**src/rtl/reg_scoreboard_pkg.sv**
```systemverilog
// Shared pipeline definitions for the issue-side hazard logic.
// Holds the register-file constants, default result latencies and the
// latency-class encoding used by the decoder, scoreboard and forwarding unit.
package reg_scoreboard_pkg;

  localparam logic [4:0]  REG_ZERO         = 5'd0;
  localparam int unsigned NUM_REGS         = 32;
  localparam int unsigned MUL_LAT_DEFAULT  = 4;
  localparam int unsigned LOAD_LAT_DEFAULT = 1;

  // Latency class of an instruction's result.
  typedef enum logic [1:0] {
    LatAlu   = 2'd0,
    LatLoad  = 2'd1,
    LatMulti = 2'd2
  } lat_sel_e;

  // Multi-cycle takes priority over load when both flags are set.
  function automatic lat_sel_e lat_sel(input logic multi_cycle, input logic mem_read);
    if (multi_cycle) begin
      return LatMulti;
    end else if (mem_read) begin
      return LatLoad;
    end
    return LatAlu;
  endfunction

endpackage

```
**src/rtl/reg_scoreboard_sb_counter.sv**
```systemverilog
// sb_counter: load / saturating-decrement counter.
// Every cycle the value steps down by one until it reaches zero; a load
// takes precedence over the decrement in the same cycle.
//   clk_i      - clock
//   rst_ni     - asynchronous active-low reset, clears the count
//   load_i     - load load_val_i this cycle
//   load_val_i - value to load
//   cnt_o      - current count
module sb_counter #(
  parameter int unsigned CntW = 4
) (
  input  logic            clk_i,
  input  logic            rst_ni,
  input  logic            load_i,
  input  logic [CntW-1:0] load_val_i,
  output logic [CntW-1:0] cnt_o
);

  logic [CntW-1:0] cnt_d, cnt_q;

  always_comb begin
    cnt_d = cnt_q;
    if (load_i) begin
      cnt_d = load_val_i;
    end else if (cnt_q != '0) begin
      cnt_d = cnt_q - CntW'(1);
    end
  end

  always_ff @(posedge clk_i or negedge rst_ni) begin
    if (!rst_ni) begin
      cnt_q <= '0;
    end else begin
      cnt_q <= cnt_d;
    end
  end

  assign cnt_o = cnt_q;

endmodule

```
**src/rtl/reg_scoreboard.sv**
```systemverilog
// reg_scoreboard: issue-side hazard unit for the 5-stage pipeline.
// Tracks, per architectural register, the cycles left until an in-flight
// result becomes forwardable, and stalls the ID instruction on load-use,
// multi-cycle RAW/WAW, or a busy multi-cycle unit.
//   clk_i / rst_i        - clock, asynchronous active-low reset
//   ID_*_i               - decoded fields of the instruction in ID
//   Flush_i              - ID instruction is squashed this cycle
//   Stall_o              - hold the ID instruction
//   PCWrite_o            - PC write enable (~Stall_o)
//   IF_ID_Write_o        - IF/ID write enable (~Stall_o)
//   ID_EX_Bubble_o       - insert a NOP into ID/EX
//   MDU_Busy_o           - multi-cycle unit occupied
//   Pending_o            - bit r set while register r has a pending result
module reg_scoreboard
  import reg_scoreboard_pkg::*;
#(
  parameter int unsigned MUL_LAT  = MUL_LAT_DEFAULT,
  parameter int unsigned LOAD_LAT = LOAD_LAT_DEFAULT,
  parameter int unsigned CNT_W    = 4
) (
  input  logic        clk_i,
  input  logic        rst_i,
  input  logic        ID_valid_i,
  input  logic [4:0]  ID_RSaddr_i,
  input  logic [4:0]  ID_RTaddr_i,
  input  logic [4:0]  ID_RDaddr_i,
  input  logic        ID_RegWrite_i,
  input  logic        ID_MemRead_i,
  input  logic        ID_MultiCycle_i,
  input  logic        Flush_i,
  output logic        Stall_o,
  output logic        PCWrite_o,
  output logic        IF_ID_Write_o,
  output logic        ID_EX_Bubble_o,
  output logic        MDU_Busy_o,
  output logic [31:0] Pending_o
);

  logic [CNT_W-1:0] cnt [NUM_REGS];
  logic [CNT_W-1:0] mdu_cnt;
  logic [CNT_W-1:0] lat_val;
  logic             raw, waw, structural, stall, issue;
  logic             set_en;

  // r0 has no storage; a constant zero keeps lookups uniform.
  assign cnt[0] = '0;

  always_comb begin
    lat_val = '0;
    unique case (lat_sel(ID_MultiCycle_i, ID_MemRead_i))
      LatMulti: lat_val = CNT_W'(MUL_LAT);
      LatLoad:  lat_val = CNT_W'(LOAD_LAT);
      default:  lat_val = '0;
    endcase

    raw = ((ID_RSaddr_i != REG_ZERO) && (cnt[ID_RSaddr_i] != '0)) ||
          ((ID_RTaddr_i != REG_ZERO) && (cnt[ID_RTaddr_i] != '0));
    // A newer result must not become forwardable before an older one to the same rd.
    waw = ID_RegWrite_i && (ID_RDaddr_i != REG_ZERO) && (cnt[ID_RDaddr_i] > lat_val);
    // Back-to-back multi-cycle issue only in the unit's final busy cycle.
    structural = ID_MultiCycle_i && (mdu_cnt > CNT_W'(1));

    stall  = ID_valid_i && !Flush_i && (raw || waw || structural);
    issue  = ID_valid_i && !Flush_i && !stall;
    set_en = issue && ID_RegWrite_i && (lat_val != '0);
  end

  for (genvar r = 1; r < NUM_REGS; r++) begin : g_reg_cnt
    logic load;
    assign load = set_en && (ID_RDaddr_i == 5'(r));

    sb_counter #(
      .CntW (CNT_W)
    ) u_cnt (
      .clk_i      (clk_i),
      .rst_ni     (rst_i),
      .load_i     (load),
      .load_val_i (lat_val),
      .cnt_o      (cnt[r])
    );
  end

  sb_counter #(
    .CntW (CNT_W)
  ) u_mdu_cnt (
    .clk_i      (clk_i),
    .rst_ni     (rst_i),
    .load_i     (issue && ID_MultiCycle_i),
    .load_val_i (CNT_W'(MUL_LAT)),
    .cnt_o      (mdu_cnt)
  );

  always_comb begin
    Pending_o = '0;
    for (int r = 1; r < NUM_REGS; r++) begin
      Pending_o[r] = (cnt[r] != '0);
    end
  end

  assign Stall_o        = stall;
  assign PCWrite_o      = ~stall;
  assign IF_ID_Write_o  = ~stall;
  assign ID_EX_Bubble_o = stall | Flush_i;
  assign MDU_Busy_o     = (mdu_cnt != '0);

endmodule

```
**config.mk**
```make
export PLATFORM = sky130hd
export DESIGN_NAME = reg_scoreboard
export DESIGN_NICKNAME = d
export VERILOG_FILES = /design/src/rtl/reg_scoreboard_pkg.sv /design/src/rtl/reg_scoreboard_sb_counter.sv /design/src/rtl/reg_scoreboard.sv
export SDC_FILE = /design/constraint.sdc
export NUM_CORES = 1
export LEC_CHECK = 0
export BUFFER_PORTS_ARGS = -buffer_cell sky130_fd_sc_hd__clkbuf_2
export CAP_MARGIN = 15
export CORE_ASPECT_RATIO = 2
export CORE_UTILIZATION = 61
export DETAILED_ROUTE_END_ITERATION = 12
export PLACE_DENSITY = 0.86
export REMOVE_ABC_BUFFERS = 1
export SKIP_LAST_GASP = 1
export SYNTH_ARGS = -nofsm -noshare
export SYNTH_HDL_FRONTEND = slang
export SYNTH_SLANG_ARGS = --single-unit
```
**constraint.sdc**
```tcl
create_clock -name clk_i -period 12.4 [get_ports clk_i]
set_input_delay 0.62 -clock clk_i [delete_from_list [all_inputs] [get_ports clk_i]]
set_output_delay 0.62 -clock clk_i [all_outputs]
set_load 0.1 [all_outputs]
```
# Word-level counts from Yosys, hierarchy flattened
# Index checks and enable logic that the tools add are counted.
word_totals:
  reg_bits: 128
  latch_bits: 0
  ram_bits: 0
  rom_bits: 0
  inputBits: 22
  elab_cells: 303
  mem_count: 0
classes:
  add_sub_neg: 32
  n_mul: 0
  div_mod_pow: 0
  magnitude_cmp: 5
  eq_ne: 33
  shifts: 0
  mux: 79
  bitwise: 5
  reduce_logical: 117
ops:
  columns: ["op", "n"]
  rows:
  - ["$mux 4", 70]
  - ["$reduce_bool 4->1", 35]
  - ["$sub 4x1->4 const B", 32]
  - ["$eq 5x5->1 const B", 16]
  - ["$reduce_bool 2->1", 32]
  - ["$bmux 4 s5", 3]
  - ["$logic_and 1x1->1", 42]
  - ["$eq 5x4->1 const B", 8]
  - ["$eq 5x3->1 const B", 4]
  - ["$ge 6x6->1 const B", 3]
  - ["$not 5->6", 3]
  - ["$reduce_bool 5->1", 3]
  - ["$eq 5x2->1 const B", 2]
  - ["$mux 2", 3]
  - ["$pmux 3 s2", 1]
  - ["$eq 5x1->1 const B", 1]
  - ["$gt 4x1->1 const B", 1]
  - ["$gt 4x4->1", 1]
  - ["$logic_or 1x1->1", 3]
  - ["$eq 2x1->1 const B", 1]
  - ["$eq 2x2->1 const B", 1]
  - ["$logic_not 1->1", 2]
  - ["$mux 1", 2]
  - ["$not 1->1", 1]
  - ["$or 1x1->1", 1]

# Depth between registers and ports, before layout
logic_depth:
  word_depth: 16
  ltp_mapped: 18
  ltp_nobuf: 14

# Hierarchy
# From an unflattened synthesis, not the netlist that was laid out.
unflattened:
  hier_cells: 1081
  area_unflattened_um2: 10699.0
by_module_without_submodules:
  columns: ["module", "instances", "cells_per_inst", "area_each_um2", "seq_area_each_um2"]
  rows:
  - ["sb_counter", 32, 23, 249.0, 100.1]
  - ["reg_scoreboard", 1, 345, 2731.4, 0.0]

# Worst setup path before layout
# Ideal clock, no wire load.
synth_path:
  path_kind: "input-to-output"
  startpoint: "in ID_RDaddr_i[0]"
  endpoint: "out Stall_o"
  arrival_ps: 5889
  t_required_ps: 11780
  slack_ps: 5891
  stages: 15
  path_cell_list: "buf_2 > buf_2 > buf_1 > mux4_2 > mux2_2 > a221oi_1 > o21ai_0 > ha_1 > nand2_1 > or3_1 > nand4_1 > o41a_1 > buf_4 > nor3b_2 > a21oi_1"
synth_via:
  elab_chain_len: 9
  elab_cells_between_ends: 11
synth_lines:
  columns: ["element", "line", "source"]
  rows:
  - ["from (decl)", "reg_scoreboard.sv:26", "input logic [4:0] ID_RDaddr_i,"]
  - ["$not 5->6 (implied by the code)", "reg_scoreboard.sv:59", "waw = ID_RegWrite_i && (ID_RDaddr_i != REG_ZERO) && (cnt[ID_RDaddr_i] > lat_val);"]
  - ["$bmux 4 s5", "reg_scoreboard.sv:59", null]
  - ["$mux 4 (implied by the code) (2 in a row)", "reg_scoreboard.sv:59", null]
  - ["$gt 4x4->1", "reg_scoreboard.sv:59", null]
  - ["$logic_and 1x1->1 *", "reg_scoreboard.sv:59", null]
  - ["$logic_or 1x1->1 * (2 in a row)", "reg_scoreboard.sv:63", "stall = ID_valid_i && !Flush_i && (raw || waw || structural);"]
  - ["$logic_and 1x1->1 *", "reg_scoreboard.sv:63", null]
  - ["to (decl)", "reg_scoreboard.sv:31", "output logic Stall_o,"]
# Mark *: on every way between the ends. The rest lies on a longest branch, timed or not. The select of a mux whose other input is x is not followed.

# Final worst setup path
layout_path:
  startpoint: "in ID_RDaddr_i[0]"
  endpoint: "out PCWrite_o"
layout_via:
  elab_chain_len: 10
  elab_cells_between_ends: 12
layout_lines:
  columns: ["element", "line", "source"]
  rows:
  - ["$not 5->6 (implied by the code)", "reg_scoreboard.sv:59", null]
  - ["$bmux 4 s5", "reg_scoreboard.sv:59", null]
  - ["$mux 4 (implied by the code) (2 in a row)", "reg_scoreboard.sv:59", null]
  - ["$gt 4x4->1", "reg_scoreboard.sv:59", null]
  - ["$logic_and 1x1->1 *", "reg_scoreboard.sv:59", null]
  - ["$logic_or 1x1->1 * (2 in a row)", "reg_scoreboard.sv:63", null]
  - ["$logic_and 1x1->1 *", "reg_scoreboard.sv:63", null]
  - ["$not 1->1 *", "reg_scoreboard.sv:101", "assign PCWrite_o = ~stall;"]
  - ["to (decl)", "reg_scoreboard.sv:32", "output logic PCWrite_o,"]
# Marks and branches as above.

==> run metrics <==
#FFs+latches synth=128; Initial DRT Pass Iterations=6; Netlist Area Pre-Place=10160 µm²; drt initial violations=734; max-cap violation count=0; Post-synth EDFFs=0; Clock Latency Late Sink=440 ps; skew final=10.03 ps; Clock Tree Buf Depth=2; min Tclk post-route=5946 ps; CTS H-tree depth=4; CP Depth=15; Final period util=0.4795; setup TNS=0 ps; gr ovfl total=0; power share of the clock group=0.152; final setup fails=0; Clock transition at path regs=50 ps; RR Startpoint=g_reg_cnt[15].u_cnt.cnt_o[2]$_DFFE_PN0P_; Commonest cells post-synth=nor2_1, dfrtp_1, inv_1; vias in the first global route=8552; Mean Syn Cell Area=9.900 µm²; most common cell in the synthesized netlist=nor2_1; outcome=finished, final reports clean; Leakage=4.582 nW; Crit. End Element=output port; Final Core Density=0.6800; Critical Path Start=ID_RDaddr_i[0]; Int Pwr=0.001642 W; Buffers & Inverters on Critical Path=4; layout cells sized above 1=0.1815; relative slew slack=0.3453; register share of total power=0.304; Sink Count=128; Setup Fix Bufs, Post-CTS=0; CP max-delay cell=or4b_1; CTS tree=built; Worst Tran Pin Value=982.0 ps; area share of the largest cell type after synthesis=0.3153; Slew Limit Fails=0; Critical Path RT=11780 ps; Reg2Reg Depth=13; synthesis warning total=0; routability cong.=0.9802; Die Y=184.5 µm; Worst Path Max Fanout=37; drt wl/cell=20.91 µm; Syn Inst Count=1026; Critical Path, Cell by Cell=clkbuf_2 -> buf_4 -> mux4_2 -> mux2_2 -> a221oi_1 -> o21ai_0 -> ha_1 -> nor2b_1 -> o21ai_0 -> nand4_1 -> o41a_2 -> buf_4 -> or4b_1 -> nand2b_1 -> clkbuf_2; CP peak stage delay=640 ps; switch share=0.4888; Global Route Usage Sum=0.3318; Most used DFF post-synth=dfrtp_1; Core ar.=16270 µm²; combinational power share=0.544; first-pass GRT wire length=42970 µm; antenna violations before repair=0; Final Hold Viols=0; HPWL Detailed=19570 µm; fmax=168.2 MHz; largest net degree at the start of global routing=71; fin cells=1284; Setup CP Type=in -> out; Hold-fix buffers, CTS=0; cell total after placement=1254; ys async rst share=1.000; dominant cells by area after synthesis=dfrtp_1, ha_1, mux4_2; DR DRC count=0; Num CTS Buffers=17; DRT antenna net count=0; Die ar.=17200 µm²; Min-Delay Path Class=in -> async; worst vdd ir=0.1651 mV; die extent in x=93.25 µm; RSZ-0062 raised after global routing=no; floorplan row count=66; antenna diode count=0; crit path launch type=input port; fin nets=1157; Post-CTS Resized=0; I/O pin cnt=59; Area growth, synth to finish=8.918%; Vias/cell=6.545; Critical Path AT=5330 ps; I/O Buffers=57; count of cell types in the netlist=63; vias=8404; Root Buffer=clkbuf_16; register area share after synthesis=0.3153; Post-Route WL=26850 µm; delay-heaviest family, CP=buffers and inverters; power per cell area=290.3 nW/µm²; cell accounting for the most synthesized area=dfrtp_1; Initial Utilization=0.6244; Psw=0.001570 W
[worst register-to-register path: stages (launching register included)]
cell and delay (ps):
dfrtp_1 500, mux2_2 320, a22o_1 170, mux2_2 260, a221oi_1 270, o21ai_0 130, ha_1 340, nor2b_1 150
o21ai_0 150, nand4_1 120, o41a_2 480, buf_4 370, nor4_4 610, mux2_2 390
[final cells by class]
class                   instances  area (µm²)
multi-input cells             771        6369
fillers                      1201        5205
well taps                     204       255.2
clock buffers                  19       452.9
inverters                      87       326.6
repair buffers                 64       340.3
flip-flops and latches        128        3203
clock inverters                11       116.4
[metal layers]
| metal | vias to the layer above | wire length, µm | GRT usage | share of wire |
|---|---|---|---|---|
| li1 | 3742 | - | - | - |
| met1 | 4067 | 9199 | 0.3388 | 0.34 |
| met2 | 409 | 13460 | 0.5532 | 0.50 |
| met3 | 186 | 1546 | 0.07219 | 0.058 |
| met4 | 0 | 2640 | 0.3058 | 0.098 |
| met5 | - | 0 | 0 | 0 |
[cell families (layout without fill, tap and decap cells)]
kind of cell,Yosys count,after routing,synth area share
muxes,122,122,0.1729
DFF,128,128,0.3153
buffers and inverters,127,181,0.05900
adders and majority gates,66,66,0.08130
xor gates and xnor gates,63,63,0.05432
AOI/OAI and AO/OA,111,111,0.06886
other,1,1,0.0003692
and+or+nand+nor,408,408,0.2478
[path summary, 6_finish.rpt]
path                                                                  to  slack, ps
max in group asynchronous       g_reg_cnt[22].u_cnt.cnt_o[1]$_DFFE_PN0P_      10690
min in group clk_i              g_reg_cnt[25].u_cnt.cnt_o[1]$_DFFE_PN0P_        570
worst min-delay path            g_reg_cnt[24].u_cnt.cnt_o[2]$_DFFE_PN0P_        250
worst min register to register  g_reg_cnt[25].u_cnt.cnt_o[1]$_DFFE_PN0P_        570
worst max-delay path                                           PCWrite_o       6450
worst max register to register  g_reg_cnt[22].u_cnt.cnt_o[2]$_DFFE_PN0P_       8020
[power by group through the flow]
stage / Clock, W / Combinational (W) / Sequential (W)
after detailed placement: 0 / 0.00173 / 0.000965
after global placement: 0 / 0.00165 / 0.000958
final: 0.000489 / 0.00175 / 0.000975
after global routing: 0.000511 / 0.00192 / 0.000998
after floorplan: 0 / 0.00144 / 0.000836
after CTS: 0.000494 / 0.00175 / 0.000960
[layout by cell type, fill, tap and decap left out, types with 6 or more instances in the layout]
master / netlist / layout
nand2_1: 51 / 51
buf_4: 3 / 8
mux4_2: 34 / 34
nor3_1: 32 / 32
nor2b_1: 11 / 11
ha_1: 66 / 66
mux2_4: 17 / 17
a21oi_1: 48 / 48
nor2_1: 143 / 143
mux2i_1: 63 / 63
nor4_4: 31 / 31
mux2_2: 6 / 6
or3_1: 25 / 24
nor4_1: 21 / 21
clkbuf_2: 0 / 56
xor2_1: 13 / 13
inv_1: 87 / 87
nand2b_1: 10 / 10
o21ai_0: 20 / 20
dfrtp_1: 128 / 128
clkbuf_16: 0 / 17
nor3b_1: 25 / 25
nand3_1: 39 / 39
xnor2_1: 50 / 50
[registers in the layout, summed over array words and instances, names as in the netlist]
signal and count:
g_reg_cnt.u_cnt.cnt_o 124, u_mdu_cnt.cnt_o 4
[per-stage QoR]
stage / total power [W] / worst slack (ps) / hold slack [ps] / cell area [µm²]
2_1_floorplan: 0.002271 / 5304 / 324.4 / 9884
3_3_place_gp: 0.002611 / 6550 / 542.7 / 10490
3_5_place_dp: 0.002691 / 6502 / 556.6 / 10490
4_1_cts: 0.003201 / 6500 / 282.4 / 11060
5_1_grt: 0.003434 / 6172 / 318.3 / 11060
6_report: 0.003211 / 6454 / 251.0 / 11060
Note: power is estimated with default switching activity, not from simulation.
